File: src/rtl/pump_ctrl_pkg.sv
// Shared types and helpers for the two-pump tank fill controller.
// Contents: FSM state enum, valid thermometer level codes, and a
// decode function mapping a sensor code {S4,S3,S2,S1} to {valid, level}.
package pump_ctrl_pkg;

   typedef enum logic [1:0] {
      IDLE      = 2'd0,
      FILL_LEAD = 2'd1,
      FILL_BOTH = 2'd2,
      FAULT     = 2'd3
   } state_e;

   localparam logic [3:0] LVL_EMPTY = 4'b0000;
   localparam logic [3:0] LVL_1     = 4'b0001;
   localparam logic [3:0] LVL_2     = 4'b0011;
   localparam logic [3:0] LVL_3     = 4'b0111;
   localparam logic [3:0] LVL_FULL  = 4'b1111;

   // Returns {valid, level[2:0]}; non-thermometer codes come back as {0, 0}.
   function automatic logic [3:0] decode_level(input logic [3:0] code);
      logic [3:0] res;
      case (code)
         LVL_EMPTY: res = {1'b1, 3'd0};
         LVL_1:     res = {1'b1, 3'd1};
         LVL_2:     res = {1'b1, 3'd2};
         LVL_3:     res = {1'b1, 3'd3};
         LVL_FULL:  res = {1'b1, 3'd4};
         default:   res = {1'b0, 3'd0};
      endcase
      return res;
   endfunction

endpackage

File: src/rtl/sensor_debounce.sv
// Level sensor debounce filter.
// Ports:
//   Clock  - system clock, rising edge
//   Reset  - asynchronous active-low reset
//   raw_i  - raw sensor code {S4,S3,S2,S1}
//   filt_o - filtered code; updates once raw_i has been sampled unchanged
//            on DEBOUNCE consecutive edges. Resets to 4'b1111 (full) so
//            nothing pumps until a real low level has been seen.
module sensor_debounce #(
   parameter int DEBOUNCE = 4
) (
   input  logic       Clock,
   input  logic       Reset,
   input  logic [3:0] raw_i,
   output logic [3:0] filt_o
);

   localparam int CW = $clog2(DEBOUNCE + 1);

   logic [3:0]    sample_q;
   logic [CW-1:0] stab_q, stab_d;
   logic [3:0]    filt_q, filt_d;

   // stab counts edges on which the same code has been seen, including
   // the current one; the reset value of sample_q never counts as a sample.
   always_comb begin
      stab_d = CW'(1);
      if (raw_i == sample_q && stab_q != '0) begin
         stab_d = (stab_q >= CW'(DEBOUNCE)) ? stab_q : stab_q + CW'(1);
      end
      filt_d = (stab_d >= CW'(DEBOUNCE)) ? raw_i : filt_q;
   end

   always_ff @(posedge Clock or negedge Reset) begin
      if (!Reset) begin
         sample_q <= 4'b1111;
         stab_q   <= '0;
         filt_q   <= 4'b1111;
      end else begin
         sample_q <= raw_i;
         stab_q   <= stab_d;
         filt_q   <= filt_d;
      end
   end

   assign filt_o = filt_q;

endmodule

File: src/rtl/pump_duty_scheduler.sv
// Lead/lag pump scheduler for the two-pump tank fill system.
//
// state     | meaning
// ----------+-----------------------------------------------
// IDLE      | level adequate, both pumps off
// FILL_LEAD | lead pump on, lag pump off
// FILL_BOTH | both pumps on (tank empty)
// FAULT     | invalid code or stalled fill; pumps off until Clear
//
// Ports:
//   Clock, Reset       - system clock; asynchronous active-low reset
//   S1..S4             - level sensors, S1 lowest
//   Clear              - fault acknowledge, only honoured in FAULT with a valid code
//   B1, B2             - pump drives
//   Lead               - 0: B1 leads, 1: B2 leads
//   Fault              - sticky fault indicator
module pump_duty_scheduler #(
   parameter int DEBOUNCE     = 4,
   parameter int MIN_ON       = 8,
   parameter int FILL_TIMEOUT = 1000,
   parameter int CNT_W        = 16
) (
   input  logic Clock,
   input  logic Reset,
   input  logic S1,
   input  logic S2,
   input  logic S3,
   input  logic S4,
   input  logic Clear,
   output logic B1,
   output logic B2,
   output logic Lead,
   output logic Fault
);

   import pump_ctrl_pkg::*;

   logic [3:0]       code_filt;
   logic [3:0]       dec;
   logic             valid;
   logic [2:0]       lvl;

   state_e           state_q, state_d;
   logic [CNT_W-1:0] run_q, run_d;
   logic [CNT_W-1:0] tmo_q, tmo_d;
   logic [2:0]       lvl_prev_q, lvl_prev_d;
   logic             lead_q, lead_d;
   logic             b1_q, b1_d;
   logic             b2_q, b2_d;
   logic             fault_q, fault_d;

   logic             rose, run_done, timed_out, fill_now, fill_next;

   sensor_debounce #(.DEBOUNCE(DEBOUNCE)) u_debounce (
      .Clock  (Clock),
      .Reset  (Reset),
      .raw_i  ({S4, S3, S2, S1}),
      .filt_o (code_filt)
   );

   assign dec   = decode_level(code_filt);
   assign valid = dec[3];
   assign lvl   = dec[2:0];

   always_comb begin
      state_d    = state_q;
      lead_d     = lead_q;
      run_d      = '0;
      tmo_d      = '0;
      lvl_prev_d = valid ? lvl : lvl_prev_q;

      rose      = valid && (lvl > lvl_prev_q);
      run_done  = run_q >= CNT_W'(MIN_ON);
      timed_out = tmo_q >= CNT_W'(FILL_TIMEOUT);

      case (state_q)
         IDLE: begin
            if (!valid)            state_d = FAULT;
            else if (lvl == 3'd0)  state_d = FILL_BOTH;
            else if (lvl == 3'd1)  state_d = FILL_LEAD;
         end
         FILL_LEAD: begin
            if (!valid || timed_out) begin
               state_d = FAULT;
            end else if (lvl == 3'd0) begin
               state_d = FILL_BOTH;
            end else if (lvl == 3'd4 && run_done) begin
               state_d = IDLE;
               lead_d  = ~lead_q;
            end
         end
         FILL_BOTH: begin
            if (!valid || timed_out) begin
               state_d = FAULT;
            end else if (lvl == 3'd4 && run_done) begin
               state_d = IDLE;
               lead_d  = ~lead_q;
            end else if (lvl >= 3'd2) begin
               state_d = FILL_LEAD;
            end
         end
         FAULT: begin
            if (Clear && valid) state_d = IDLE;
         end
         default: state_d = IDLE;
      endcase

      // Counters only advance while staying inside the fill states; any
      // entry from IDLE or exit to IDLE/FAULT leaves them at zero.
      fill_now  = (state_q == FILL_LEAD) || (state_q == FILL_BOTH);
      fill_next = (state_d == FILL_LEAD) || (state_d == FILL_BOTH);
      if (fill_now && fill_next) begin
         run_d = run_done ? run_q : run_q + CNT_W'(1);
         if (rose)           tmo_d = '0;
         else if (timed_out) tmo_d = tmo_q;
         else                tmo_d = tmo_q + CNT_W'(1);
      end

      b1_d    = (state_d == FILL_BOTH) || (state_d == FILL_LEAD && !lead_d);
      b2_d    = (state_d == FILL_BOTH) || (state_d == FILL_LEAD &&  lead_d);
      fault_d = (state_d == FAULT);
   end

   always_ff @(posedge Clock or negedge Reset) begin
      if (!Reset) begin
         state_q    <= IDLE;
         lead_q     <= 1'b0;
         run_q      <= '0;
         tmo_q      <= '0;
         lvl_prev_q <= 3'd4;
         b1_q       <= 1'b0;
         b2_q       <= 1'b0;
         fault_q    <= 1'b0;
      end else begin
         state_q    <= state_d;
         lead_q     <= lead_d;
         run_q      <= run_d;
         tmo_q      <= tmo_d;
         lvl_prev_q <= lvl_prev_d;
         b1_q       <= b1_d;
         b2_q       <= b2_d;
         fault_q    <= fault_d;
      end
   end

   assign B1    = b1_q;
   assign B2    = b2_q;
   assign Lead  = lead_q;
   assign Fault = fault_q;

endmodule

File: config.mk
export PLATFORM = sky130hd
export DESIGN_NAME = pump_duty_scheduler
export DESIGN_NICKNAME = d
export VERILOG_FILES = /design/src/rtl/pump_ctrl_pkg.sv /design/src/rtl/sensor_debounce.sv /design/src/rtl/pump_duty_scheduler.sv
export SDC_FILE = /design/constraint.sdc
export NUM_CORES = 1
export LEC_CHECK = 0
export ABC_AREA = 1
export BUFFER_PORTS_ARGS = -buffer_cell sky130_fd_sc_hd__clkbuf_2
export CORE_ASPECT_RATIO = 1.75
export CORE_UTILIZATION = 49
export CTS_BUF_LIST = sky130_fd_sc_hd__clkbuf_16
export DETAILED_ROUTE_END_ITERATION = 16
export HOLD_SLACK_MARGIN = 0.03
export PLACE_DENSITY_LB_ADDON = 0.12
export SETUP_SLACK_MARGIN = 0.4
export SLEW_MARGIN = 20
export SYNTH_ARGS = -nofsm -noshare
export SYNTH_HDL_FRONTEND = slang
export SYNTH_SLANG_ARGS = --single-unit
File: constraint.sdc
create_clock -name Clock -period 5.4 [get_ports Clock]
set_input_delay 1.08 -clock Clock [delete_from_list [all_inputs] [get_ports Clock]]
set_output_delay 1.08 -clock Clock [all_outputs]
set_load 0.02 [all_outputs]
### Yosys cells after proc, flatten, opt, wreduce, memory -nomap -nowiden

Cells that the tools add are included.

* order comparisons: 6
* muxes and demuxes: 24
* equal/unequal tests: 15
* bitwise logic cells: 1
* add/subtract/negate cells: 3
* reductions and logical operators: 18

Operator list (count)
* $mux W16: 5
* $add A16 B1 Y16 const B: 2
* $mux W2: 10
* $pmux W4 S5: 1
* $ge A16 B10 Y1 const B: 1
* $ge A16 B4 Y1 const B: 1
* $eq A2 B2 Y1 const B: 4
* $pmux W2 S4: 1
* $logic_and A1 B1 Y1: 7
* $ge A3 B3 Y1 const B: 2
* $mux W3: 2
* $logic_or A1 B1 Y1: 5
* $eq A2 B1 Y1 const B: 2
* $eq A4 B1 Y1 const B: 1
* $eq A4 B2 Y1 const B: 1
* $eq A4 B3 Y1 const B: 1
* $eq A4 B4 Y1: 1
* $eq A4 B4 Y1 const B: 1
* $logic_not A4 Y1: 1
* $mux W1: 4
* $add A3 B1 Y3 const B: 1
* $eq A3 B1 Y1 const B: 1
* $eq A3 B3 Y1 const B: 1
* $ge A3 B2 Y1 const B: 1
* other kinds (9): 10

* output and inout port bits: 4
* flip-flop bits (word level): 52
* bits of input ports: 7
* word-level logic and storage cells: 78

### Logic depth before layout (Yosys ltp)

* word-level depth: 12
* mapped depth: 18

### By module

A second synthesis with hierarchy kept.

* cell total of the unflattened synthesis: 327
* area, all modules: 2760.1 µm²

By module, submodules not included
* pump_duty_scheduler: area an instance 2218.4 µm², times used 1, cells each 268
* sensor_debounce: area an instance 541.8 µm², times used 1, cells each 59

### Worst setup path after synthesis

No wires, ideal clock.

* kind: input to register
* start: in Clear
* end: reg tmo_q[6]
* stages on the path: 14
* library setup time: 0.134 ns
* path slack: 2.655 ns
* data arrival time: 2.611 ns
* buffers on the path: 0
* required time: 5.266 ns
* path through: inv_1 > nor2_1 > inv_1 > a31oi_1 > nand2_1 > o21ai_2 > inv_1 > ha_1 > nor2_2 > nand2_4 > nor2_4 > clkinv_4 > a21oi_1 > a21oi_1

* word-level cells in the longest chain between the ends: 7
* elaborated cells between the ends (all ways): 9
* classes of those cells: 3 x eq/ne; 3 x mux; 3 x reduce/logical

RTL lines
* start, declared: RTL line pump_duty_scheduler.sv:29 `input logic Clear,`
* $logic_and A1 B1 Y1 (*): RTL line pump_duty_scheduler.sv:103 `if (Clear && valid) state_d = IDLE;`
* $mux W2 (*): RTL line pump_duty_scheduler.sv:103
* $pmux W2 S4 (*): RTL line pump_duty_scheduler.sv:76 `case (state_q)`
* via state_d[0]: RTL line pump_duty_scheduler.sv:43 `state_e state_q, state_d;`
* $eq A2 B1 Y1 / $eq A2 B2 Y1 (equally long branches): RTL line pump_duty_scheduler.sv:111 `fill_next = (state_d == FILL_LEAD) || (state_d == FILL_BOTH);`
* $logic_or A1 B1 Y1 (*): RTL line pump_duty_scheduler.sv:111
* $logic_and A1 B1 Y1 (*): RTL line pump_duty_scheduler.sv:112 `if (fill_now && fill_next) begin`
* $ne A3 B3 Y1 (no line) / $mux W16 (equally long branches)
* end signal, assigned: RTL line pump_duty_scheduler.sv:138 `tmo_q <= tmo_d;`
* end, declared: RTL line pump_duty_scheduler.sv:45 `logic [CNT_W-1:0] tmo_q, tmo_d;`

The timed path passes the listed nets; every way through them passes the cells marked *.
A chain may end at the register's enable or synchronous reset.

### Worst setup path after layout

* start: reg u_debounce.filt_q[1], in the netlist u_debounce.filt_o[1]
* end: reg tmo_q[6]

* word-level cells in the longest chain between the ends: 12
* elaborated cells between the ends (all ways): 34
* classes of those cells: 2 x order compare; 9 x eq/ne; 14 x mux; 9 x reduce/logical

RTL lines
* start, declared: RTL line sensor_debounce.sv:22 `logic [3:0] filt_q, filt_d;`
* start signal, assigned: RTL line sensor_debounce.sv:42 `filt_q <= filt_d;`
* $eq A4 B4 Y1 (tied with other cells): RTL line pump_ctrl_pkg.sv:22 `case (code)`
* $pmux W4 S5 (*): RTL line pump_ctrl_pkg.sv:22
* parallel branches: the longest is 5 deep, another holds $ge A3 B2 Y1
* $pmux W2 S4 (*): RTL line pump_duty_scheduler.sv:76
* via state_d[0]: RTL line pump_duty_scheduler.sv:43
* $eq A2 B1 Y1 / $eq A2 B2 Y1 (equally long branches): RTL line pump_duty_scheduler.sv:111
* $logic_or A1 B1 Y1 (*): RTL line pump_duty_scheduler.sv:111
* $logic_and A1 B1 Y1 (*): RTL line pump_duty_scheduler.sv:112
* $ne A3 B3 Y1 (no line) / $mux W16 (equally long branches)

Mark *: on every way through the listed nets, which the timed path passes.

==> key figures <==
Routing
  – DRC: 0
  – Avg WL per Cell: 12.10 µm
  – Final wirelength: 4.645 mm
  – First-pass DRT Iterations: 4
  – Final ANT Viol Nets: 0
  – Initial drt markers: 69
  – Vias per std cell: 5.021
  – Vias: ~1900

Setup path
  – CP arrival: 3130 ps
  – Setup Crit Path Kind: reg2reg
  – R2r setup slk: 2430 ps
  – Worst Setup SP: u_debounce.filt_o[1]$_DFFE_PN1P_
  – Required time of the critical path: 5560 ps
  – Crit Reg-Reg Startpoint: u_debounce.filt_o[1]$_DFFE_PN1P_
  – Crit. End Element: flip-flop
  – Crit Path Max Fanout: 9
  – CP startpoint kind: flip-flop
  – R2R Path End: tmo_q[6]$_DFFE_PN0P_
  – Reg2Reg Depth: 15

Power and ir drop
  – Power per cell area: just over 500 mW/mm²
  – Clock power frac: 0.227
  – Int Pwr: 0.0008871 W
  – Peak supply drop: roughly 0.00026 V
  – Comb pwr share: 0.441
  – Sw frac: 0.4175
  – Leakage: 1.403 nW
  – Sw Pwr: 0.0006359 W
  – Seq pwr share: 0.332

Yosys
  – Top post-synthesis cells by area: dfrtp_1, dfstp_2, inv_1
  – Sequential area share after synthesis: 0.4965
  – Syn_nets: ~330
  – Share of the synthesized area in the top cell type: 0.4070
  – Synth Area per Inst: 8.501 µm²
  – Top_reg_cell synth: dfrtp_1
  – Number of synthesized flops with an enable pin: 0
  – FF+latch count, synth: 52
  – Synth warn: 0
  – Post-Syn Area: roughly 0.0026 mm²
  – Largest area contributor in the netlist: dfrtp_1
  – Cells after Synth: 311
  – Post-synth ARST share: 1.000
  – Most frequent cell after synthesis: inv_1
  – Unique masters post-synth: 34
  – Most frequent cells after synthesis: inv_1, nand2_1, dfrtp_1

Floorplan
  – Top Ports: 11
  – Die Area: 0.005705 mm²
  – Die Y: 99.17 µm
  – Core Area: 0.005211 mm²
  – Initial Util: 0.5073
  – Number of placement rows: 35
  – Chip width: between 50 and 60 µm

Hold path
  – Min-Delay Startpoint: run_q[7]$_DFFE_PN0P_
  – WHS Path Cells: 2
  – Hold Path Class: reg2reg
  – Hold EP: run_q[7]$_DFFE_PN0P_

Global route
  – GR Util All Layers: 0.1896
  – M3 GR Usage: 0.03121
  – Largest net degree at the start of global routing: 53
  – Most used routing layer: met2
  – Gr ovfl total: 0
  – Met2 Track Usage GR: 0.3515
  – Initial antenna violation count: 0
  – First-pass GRT wire length: 8.259 mm
  – Met1 usage: 0.2022
  – Vias in the first global route: 1920

Placed design
  – RePlAce Congestion: 0.8227
  – Port buffer count: 10
  – Dpl hpwl: approximately 3.5 mm
  – Placed Area: about 0.0028 mm²

Clock tree
  – CTS tree: yes
  – Hold Buf Count CTS: 0
  – TritonCTS buffer count: 5
  – Post-CTS Setup Repair Bufs: 0
  – Clock-pin slew of the registers on the worst-case setup and hold paths: 60 ps
  – Clk sinks: 52
  – Longest Clk Path Bufs: 2
  – CTS Root Cell: clkbuf_16
  – PostCTS Resize Cnt: 0
  – H-tree levels: 2
  – Clock Latency Late Sink: 290 ps

Run
  – Max-cap violations: 0

Timing
  – RSZ-0062 raised after global routing: false
  – Setup_tns: 0 ps
  – Final setup fails: 0
  – Tcrit/Tclk final: 0.5498
  – Clock Skew: 3.462 ps
  – Max transition margin: 0.5778
  – FMAX: 0.3368 GHz
  – Minimum clock period: 2969 ps
  – Final Max Tran Viols: 0
  – Worst-Margin Slew: 633.2 ps
  – Final hold vios: 0

Finish
  – Nets: 351
  – N_diodes: 0
  – Share of cells above drive strength 1: 0.1277
  – Post-route cell area: 0.002929 mm²
  – P&R area growth vs syn: 10.79%

Run status
  – Status: finished, final reports clean
## cells by family after synthesis
family	Yosys count	synth area share
buffers and inverters	65	0.09418
and+or+nand+nor	129	0.2234
DFF	52	0.4965
adders and majority gates	16	0.07572
AOI/OAI and AO/OA	47	0.1036
xor gates and xnor gates	2	0.006627
## metal layers
metal  wire (µm)  part of all wire
met5           0                 0
met4         112             0.024
met3          81             0.017
met2        2592              0.56
met1        1858              0.40
## cells in the final DEF, fill, tap and decap left out
cell and instances:
inv_1 62, nand2_1 51, dfrtp_1 43, nor2_1 42
o21ai_0 19, ha_1 16, nand3_1 14, a21oi_1 11
clkbuf_2 10, dfstp_2 9, nor3_1 6, clkbuf_16 5
nand4_1 4, nand2_2 3, o22ai_1 2, o211ai_1 2
a211oi_1 2, o21ai_2 2, nand2_4 2, a31oi_1 2
nor2_2 2, o21bai_1 2, o21ai_1 2, clkinv_1 2
nor3_4 1, xnor2_1 1, xor2_1 1, nand3_4 1
inv_2 1, nor2_4 1, clkinv_4 1, o21a_1 1
nor3_2 1, a21boi_2 1, o31ai_1 1, nor3b_1 1
bufinv_16 1, buf_4 1
## layout make-up
cell class,count,area [µm²]
clock buffer,5,125.1
fill,485,2282
inverter,64,245.2
multi-input combinational,194,1082
tap,55,68.82
clock inverter,3,37.54
timing repair buffer,11,57.56
sequential,52,1313
## stage by stage
stage	utilization	power, W	hold WS (ps)	worst slack, ps	instances
final	0.5621	0.001523	491.2	2431	384
after global routing	0.5621	0.001656	515.7	2141	384
after CTS	0.5621	0.001545	495.6	2410	384
after detailed placement	0.5309	0.001192	482.0	2326	376
after global placement	0.5309	0.001176	468.5	2389	376
after floorplan	-	0.001031	453.7	2655	311
## how the worst max path moves through the flow
stage | endpoint | slack [ps] | cells past startpoint
3_3_place_gp | tmo_q[6]$_DFFE_PN0P_ | 2390 | 15
4_1_cts | tmo_q[6]$_DFFE_PN0P_ | 2410 | 16
6_report | tmo_q[6]$_DFFE_PN0P_ | 2430 | 15
5_1_grt | tmo_q[5]$_DFFE_PN0P_ | 2140 | 15
3_5_place_dp | tmo_q[6]$_DFFE_PN0P_ | 2330 | 15
2_1_floorplan | tmo_q[6]$_DFFE_PN0P_ | 2650 | 14
## critical path, cell delays in order (launching register included)
cell,delay (ps)
dfstp_2,570
inv_1,100
o21ai_0,450
nor2_1,130
nand2_1,90
o21ai_0,100
nand2_1,90
o21ai_2,60
inv_1,90
ha_1,250
nor2_2,320
nand2_4,150
nor2_4,160
clkinv_4,100
a21oi_1,130
a21oi_1,50
## power groups by stage
stage	combinational [W]	sequential, W	clock, W
floorplan	0.000513	0.000518	0
global placement	0.000664	0.000512	0
detailed placement	0.000680	0.000512	0
CTS	0.000681	0.000506	0.000357
global route	0.000770	0.000514	0.000372
finish	0.000671	0.000506	0.000346
## registers in the layout (all words and copies together), names as in the netlist, 2 cells and up
register             flops
lvl_prev_q               3
run_q                   16
state_q                  2
tmo_q                   16
u_debounce.filt_o        4
u_debounce.sample_q      4
u_debounce.stab_q        3
(Power assumes the default switching activity.)
